===== src/rtl/rd_ptr_fwft_handler.sv =====
// rd_ptr_fwft_handler: async FIFO read-side pointer, RAM read control and two-entry FWFT output stage
module rd_ptr_fwft_handler #(
  parameter int DEPTH     = 16,
  parameter int PTR_W     = $clog2(DEPTH),
  parameter int DATA_W    = 8,
  parameter int AE_THRESH = 2
) (
  input  logic              i_rclk,
  input  logic              i_rrst_n,
  input  logic [PTR_W:0]    i_g_wptr_sync,
  output logic [PTR_W:0]    o_g_rptr,
  output logic [PTR_W-1:0]  o_raddr,
  output logic              o_ren,
  input  logic [DATA_W-1:0] i_rdata,
  output logic [DATA_W-1:0] o_rdata,
  output logic              o_rvalid,
  input  logic              i_rready,
  output logic              o_empty,
  output logic              o_almost_empty,
  output logic [PTR_W:0]    o_rlevel
);
  localparam int AW = PTR_W + 1;
  logic [PTR_W:0] b_rptr, b_next, w_bin;
  logic head_v, skid_v, inflight, pop, issue, take;
  logic [1:0] credit;
  logic [DATA_W-1:0] head_d, skid_d;
  for (genvar j = 0; j <= PTR_W; j++) begin : g_g2b
    assign w_bin[j] = ^i_g_wptr_sync[PTR_W:j];
  end
  assign b_next = b_rptr + 1'b1;
  assign pop    = head_v & i_rready;
  // words staged or in flight after this edge; never more than the two output slots
  assign credit = 2'(head_v) + 2'(skid_v) + 2'(inflight) - 2'(pop);
  assign issue  = (o_g_rptr != i_g_wptr_sync) & (credit < 2'd2);
  assign take   = ~head_v | pop;
  assign o_ren          = issue;
  assign o_raddr        = b_rptr[PTR_W-1:0];
  assign o_rdata        = head_d;
  assign o_rvalid       = head_v;
  assign o_empty        = ~head_v;
  assign o_rlevel       = w_bin - b_rptr + AW'(head_v) + AW'(skid_v) + AW'(inflight);
  assign o_almost_empty = o_rlevel <= AW'(AE_THRESH);
  always_ff @(posedge i_rclk or negedge i_rrst_n) begin
    if (!i_rrst_n) begin
      b_rptr   <= '0;
      o_g_rptr <= '0;
      inflight <= 1'b0;
      head_v   <= 1'b0;
      skid_v   <= 1'b0;
      head_d   <= '0;
      skid_d   <= '0;
    end else begin
      if (issue) begin
        b_rptr   <= b_next;
        o_g_rptr <= b_next ^ (b_next >> 1);
      end
      inflight <= issue;
      if (take) begin
        head_v <= skid_v | inflight;
        head_d <= skid_v ? skid_d : i_rdata;
      end
      skid_v <= take ? skid_v & inflight : skid_v | inflight;
      if (inflight & (~take | skid_v)) skid_d <= i_rdata;
    end
  end
endmodule


===== config.mk =====
export PLATFORM = sky130hd
export DESIGN_NAME = rd_ptr_fwft_handler
export DESIGN_NICKNAME = d
export VERILOG_FILES = /design/src/rtl/rd_ptr_fwft_handler.sv
export SDC_FILE = /design/constraint.sdc
export NUM_CORES = 1
export LEC_CHECK = 0
export ABC_AREA = 0
export BUFFER_PORTS_ARGS = -buffer_cell sky130_fd_sc_hd__buf_2
export CORE_ASPECT_RATIO = 2
export CORE_MARGIN = 5
export CORE_UTILIZATION = 48
export DETAILED_ROUTE_END_ITERATION = 10
export PLACE_DENSITY = 0.76
export SLEW_MARGIN = 0
export SYNTH_ARGS = -nofsm -noshare
export SYNTH_HDL_FRONTEND = slang
export SYNTH_SLANG_ARGS = --single-unit

===== constraint.sdc =====
create_clock -name i_rclk -period 6.5 [get_ports i_rclk]
set_input_delay 1.95 -clock i_rclk [delete_from_list [all_inputs] [get_ports i_rclk]]
set_output_delay 1.95 -clock i_rclk [all_outputs]
set_load 0.02 [all_outputs]

=== After elaboration in Yosys (flattened, before gate mapping) ===
Cells that the tools add are included.

* Register bits after elaboration: 29
* Logic and storage cells: 34

* Add/sub/neg operators: 8
* Magnitude comparators: 2
* Equal/unequal tests: 1
* Muxes and demuxes: 2
* Bitwise gates (word level): 10
* Reduce and logical (&&, ||, !) cells: 4

{| class="wikitable"
|+ Operators with widths
! kind !! number
|-
| $add A5 B1 Y5 || 3
|-
| $mux W8 || 1
|-
| $add A5 B1 Y5 const B || 1
|-
| $le A5 B2 Y1 const B || 1
|-
| $ne A5 B5 Y1 || 1
|-
| $reduce_xor A5 Y1 || 1
|-
| $sub A5 B5 Y5 || 1
|-
| $xor A5 B4 Y5 || 1
|-
| $and A1 B1 Y1 || 4
|-
| $reduce_xor A4 Y1 || 1
|-
| $or A1 B1 Y1 || 3
|-
| $reduce_xor A3 Y1 || 1
|-
| $add A1 B1 Y2 || 1
|-
| $add A2 B1 Y2 || 1
|-
| $lt A2 B2 Y1 const B || 1
|-
| $not A1 Y1 || 2
|-
| $reduce_xor A2 Y1 || 1
|-
| $sub A2 B1 Y2 || 1
|-
| $mux W1 || 1
|}

=== Depth between registers and ports, before layout ===
* Depth after elaboration: 6
* Depth in mapped cells: 14
* Mapped depth without buffers: 14

=== Worst setup path after synthesis ===
Ideal clock, no wire load.

* Kind: in2out
* Start point: input port i_g_wptr_sync[4]
* End point: output port o_almost_empty
* Data arrival time: 4.991 ns
* Slack: -0.441 ns
* Cell stages on the path: 14
* Cells stage by stage: xor2_1 -> xor2_2 -> xor2_2 -> xnor2_1 -> ha_1 -> fa_1 -> inv_1 -> ha_1 -> inv_1 -> fa_1 -> nor2b_1 -> o21ai_0 -> a21o_1 -> a2111oi_2

* Longest elaborated chain between the ends: 6

{| class="wikitable"
|+ Ends and longest elaborated chain
! what !! RTL line !! text
|-
| start: declaration || 10 || <nowiki>input logic [PTR_W:0] i_g_wptr_sync,</nowiki>
|-
| $reduce_xor A5 Y1, or another cell as far along || 28 || <nowiki>assign w_bin[j] = ^i_g_wptr_sync[PTR_W:j];</nowiki>
|-
| $sub A5 B5 Y5 (*) || 41 || <nowiki>assign o_rlevel = w_bin - b_rptr + AW'(head_v) + AW'(skid_v) + AW'(inflight);</nowiki>
|-
| $add A5 B1 Y5 (*) (3 in a row) || 41 ||
|-
| $le A5 B2 Y1 (*) || 42 || <nowiki>assign o_almost_empty = o_rlevel <= AW'(AE_THRESH);</nowiki>
|-
| end: declaration || 19 || <nowiki>output logic o_almost_empty,</nowiki>
|}

Mark *: on every way between the ends. The rest lies on a longest branch, timed or not.

=== Final worst setup path ===
Same ends and word-level chain as after synthesis.

==> metrics.md <==
| Metric | Value |
|---|---|
| Status | `finished with violations` |
| Failing checks | `setup timing` |
| Synth Cell Area | `around 1700 um^2` |
| Synthesized area per cell | `11.6 um^2` |
| H-tree levels | `1` |
| Worst Hold Path EP | `o_rdata[3]$_DFFE_PN0N_` |
| Compound-cell area share of the yosys netlist | `9.01%` |
| CTS tree | `done` |
| GRT Resource Usage Total | `around 17%` |
| Via-to-Cell Ratio | `5.05` |
| Main combinational cell family by area after synthesis | `multiplexers` |
| Initial DRC Count | `18` |
| Total gr overflow | `0` |
| Met2 Usage GRT | `33.9%` |
| Final ANT Viol Nets | `0` |
| Fin crit period | `7020 ps` |
| Worst hold path class | `reg2reg` |
| Max-Cap Viols | `0` |
| Final Cell Area | `2310 um^2` |
| Commonest cells in the netlist | `dfrtp_1 (28), inv_1 (15), ha_1 (14)` |
| Synth Area in XOR/XNOR | `a little over an eighth` |
| Final worst-path cycle share | `108%` |
| Worst Reg-to-Reg Cells | `8` |
| Nets | `240` |
| Worst Setup Start Kind | `input pin` |
| Clk slew on worst S/H paths | `~90 ps` |
| Fmax | `around 0.14 GHz` |
| Final setup viols | `4` |
| RSZ-0062 raised after global routing | `yes` |
| Dominant synthesized flop cell | `dfrtp_1` |
| Root cell of the clock tree | `clkbuf_8` |
| Register-to-Register Setup Slack | `3840 ps` |
| WL/cell | `15.6 um` |
| Drt first pass iters | `4` |
| Worst clock skew | `slightly below 3 ps` |
| CP Cell Sequence | `buf_8, xor2_4, xor2_2, xor2_2, xnor2_1, ha_1, fa_2, inv_2, ha_4, inv_2, fa_2, nor2b_2, o21ai_2, a21o_1, a2111oi_4, buf_4` |
| Rows | `31` |
| Die area | `~5000 um^2` |
| Final GP Congestion | `about 0.82` |
| Placed cell areas | `between 2000 and 2500 um^2` |
| Vias | `~1,300` |
| Syn Nets | `~180` |
| Area grow syn2layout | `33.3%` |
| Drt total wl | `about 4000 um` |
| Ys async rst share | `100%` |
| FILL cells | `between 300 and 400` |
| Vias in the first global route | `~1,400` |
| Initial core utilization | `48.6%` |
| Die Span Y | `between 90 and 100 um` |
| Pins Over Slew Limit | `0` |
| Buffers added on ports | `41` |
| CORE AREA | `3570 um^2` |
| GRT Max-Usage Layer | `met2` |
| Simple-gate portion of the synthesized area | `6.99%` |
| EDFF count, synth | `0` |
| CP endpoint kind | `output port` |
| Beginning of the worst hold path | `o_rdata[3]$_DFFE_PN0N_` |
| # DRC | `0` |
| Worst r2r dst | `o_g_rptr[3]$_DFFE_PN0P_` |
| Cell variety after synth | `30` |
| Arrival @ worst endpoint | `just over 5000 ps` |
| Antenna cell count | `0` |
| CTS Buf Count | `3` |
| DIE WIDTH | `52.5 um` |
| Hold Violations, Final | `0` |
| Post-DP HPWL | `3110 um` |
| Initial antenna violation count | `0` |
| CP required | `4550 ps` |
| #FFs+latches synth | `28` |
| Worst Max-Slew Pin Slew | `between 1000 and 1500 ps` |
| Clk sink count | `28` |
| Critical Path Slowest Stage Cell | `fa_2` |
| Mux contribution to synthesized area | `around 14%` |
| Post-synthesis cell count | `150` |
| Hold-critical path depth | `2` |
| Final worst setup slack | `-524 ps` |
| Synth Area in Adders | `between 10% and 20%` |
| Worst skew pair latency | `270 ps` |
| Hold Buf Count CTS | `0` |
| Top cell type by total area after synthesis | `dfrtp_1` |
| Fraction of layout cells with a size suffix above 1 | `a little under half` |
| CP Max Fanout | `2` |
| Clk buf depth | `2` |
| RR Startpoint | `skid_v$_DFF_PN0_` |
| Most frequent cell after synthesis | `dfrtp_1` |
| Register area share after synthesis | `~40%` |
| M1 GR Usage | `~17%` |
| Rel. slew slack | `between 20% and 30%` |
| Largest net degree at the start of global routing | `29` |
| Ports | `42` |
| CP Class | `in2out` |
| Global-route wire length before repair | `~6400 um` |
| Synth area leaders | `dfrtp_1 (40%), ha_1 (10%), xnor2_1 (6.1%)` |
| Yosys top cell area share | `approximately two fifths` |
| GR Util met3 | `between 1.5 and 2%` |
| Yosys warns | `0` |
| Max stage delay on crit path | `between 400 and 500 ps` |
[metal layers]
layer	vias to the layer above	routed length (um)
met3	8	110
met2	35	2410
li1	618	-
met4	0	103
met1	633	1370
met5	-	0
[critical path: cells and delay by family]
| family | cells | cell delay, ps |
|---|---|---|
| buffers and inverters | 4 | 420 |
| adder cells (fa/ha/maj) | 4 | 1240 |
| AO/OA/AOI/OAI | 3 | 620 |
| XOR/XNOR | 4 | 700 |
| AND/OR/NAND/NOR | 1 | 130 |
[stage by stage]
step / util, % / std cells / hold slack (ps) / TNS [ps] / setup WS, ps
5_1_grt: 64.8 / 256 / 537 / -1820 / -650
2_1_floorplan: - / 150 / 479 / -222 / -222
4_1_cts: 62.1 / 251 / 492 / -1050 / -491
3_5_place_dp: 58.1 / 244 / 470 / -1580 / -631
3_3_place_gp: 58.1 / 244 / 462 / -967 / -496
6_report: 64.8 / 256 / 488 / -1360 / -524
[cells in the final DEF (no fill, tap or decap), types with 3 or more instances in the layout]
| cell | count |
|---|---|
| xor2_1 | 8 |
| mux2_2 | 8 |
| buf_2 | 34 |
| inv_1 | 12 |
| mux2_4 | 5 |
| buf_4 | 12 |
| ha_1 | 13 |
| clkbuf_8 | 4 |
| o21ai_0 | 8 |
| buf_6 | 7 |
| xnor2_1 | 10 |
| nand2_1 | 13 |
| dfrtp_1 | 28 |
| mux2i_1 | 8 |
| inv_2 | 3 |
[registers in the layout, summed over array words and instances (netlist names)]
| name | cells |
|---|---|
| skid_d | 8 |
| skid_v | 1 |
| o_rdata | 8 |
| o_g_rptr | 5 |
| o_rvalid | 1 |
| inflight | 1 |
| b_rptr | 4 |
[layout make-up]
cell class | count | area [um^2] | area share [%]
multi-input combinational | 105 | 1070 | 46.3
sequential | 28 | 701 | 30.3
timing repair buffer | 55 | 369 | 16.0
tap | 49 | 61.3 | 2.65
inverter | 15 | 56.3 | 2.43
clock buffer | 4 | 55.1 | 2.38
[logic make-up after synthesis]
family                   Yosys count
flip-flops                        28
XOR/XNOR                          24
AND/OR/NAND/NOR                   23
AO/OA/AOI/OAI                     21
multiplexers                      21
buffers and inverters             17
adder cells (fa/ha/maj)           16
[worst max path at each step]
stage / from / end / cells after the start
2_1_floorplan: i_g_wptr_sync[4] / o_almost_empty / 14
3_3_place_gp: i_g_wptr_sync[4] / o_almost_empty / 16
4_1_cts: i_g_wptr_sync[3] / o_almost_empty / 16
6_report: i_g_wptr_sync[4] / o_almost_empty / 16
3_5_place_dp: i_g_wptr_sync[4] / o_almost_empty / 16
5_1_grt: i_g_wptr_sync[4] / o_almost_empty / 16
[repair_timing]
item	in CTS	in global routing
cloned	0	0
pin swaps	6	10
resized for setup	19	14
buffers inserted	3	6
endpoints found under the hold margin	0	0
setup endpoints to repair	5	5
Power is left out: the tool's default activity adds up to more than one toggle a clock period on the data nets, which glitch-free logic cannot reach.
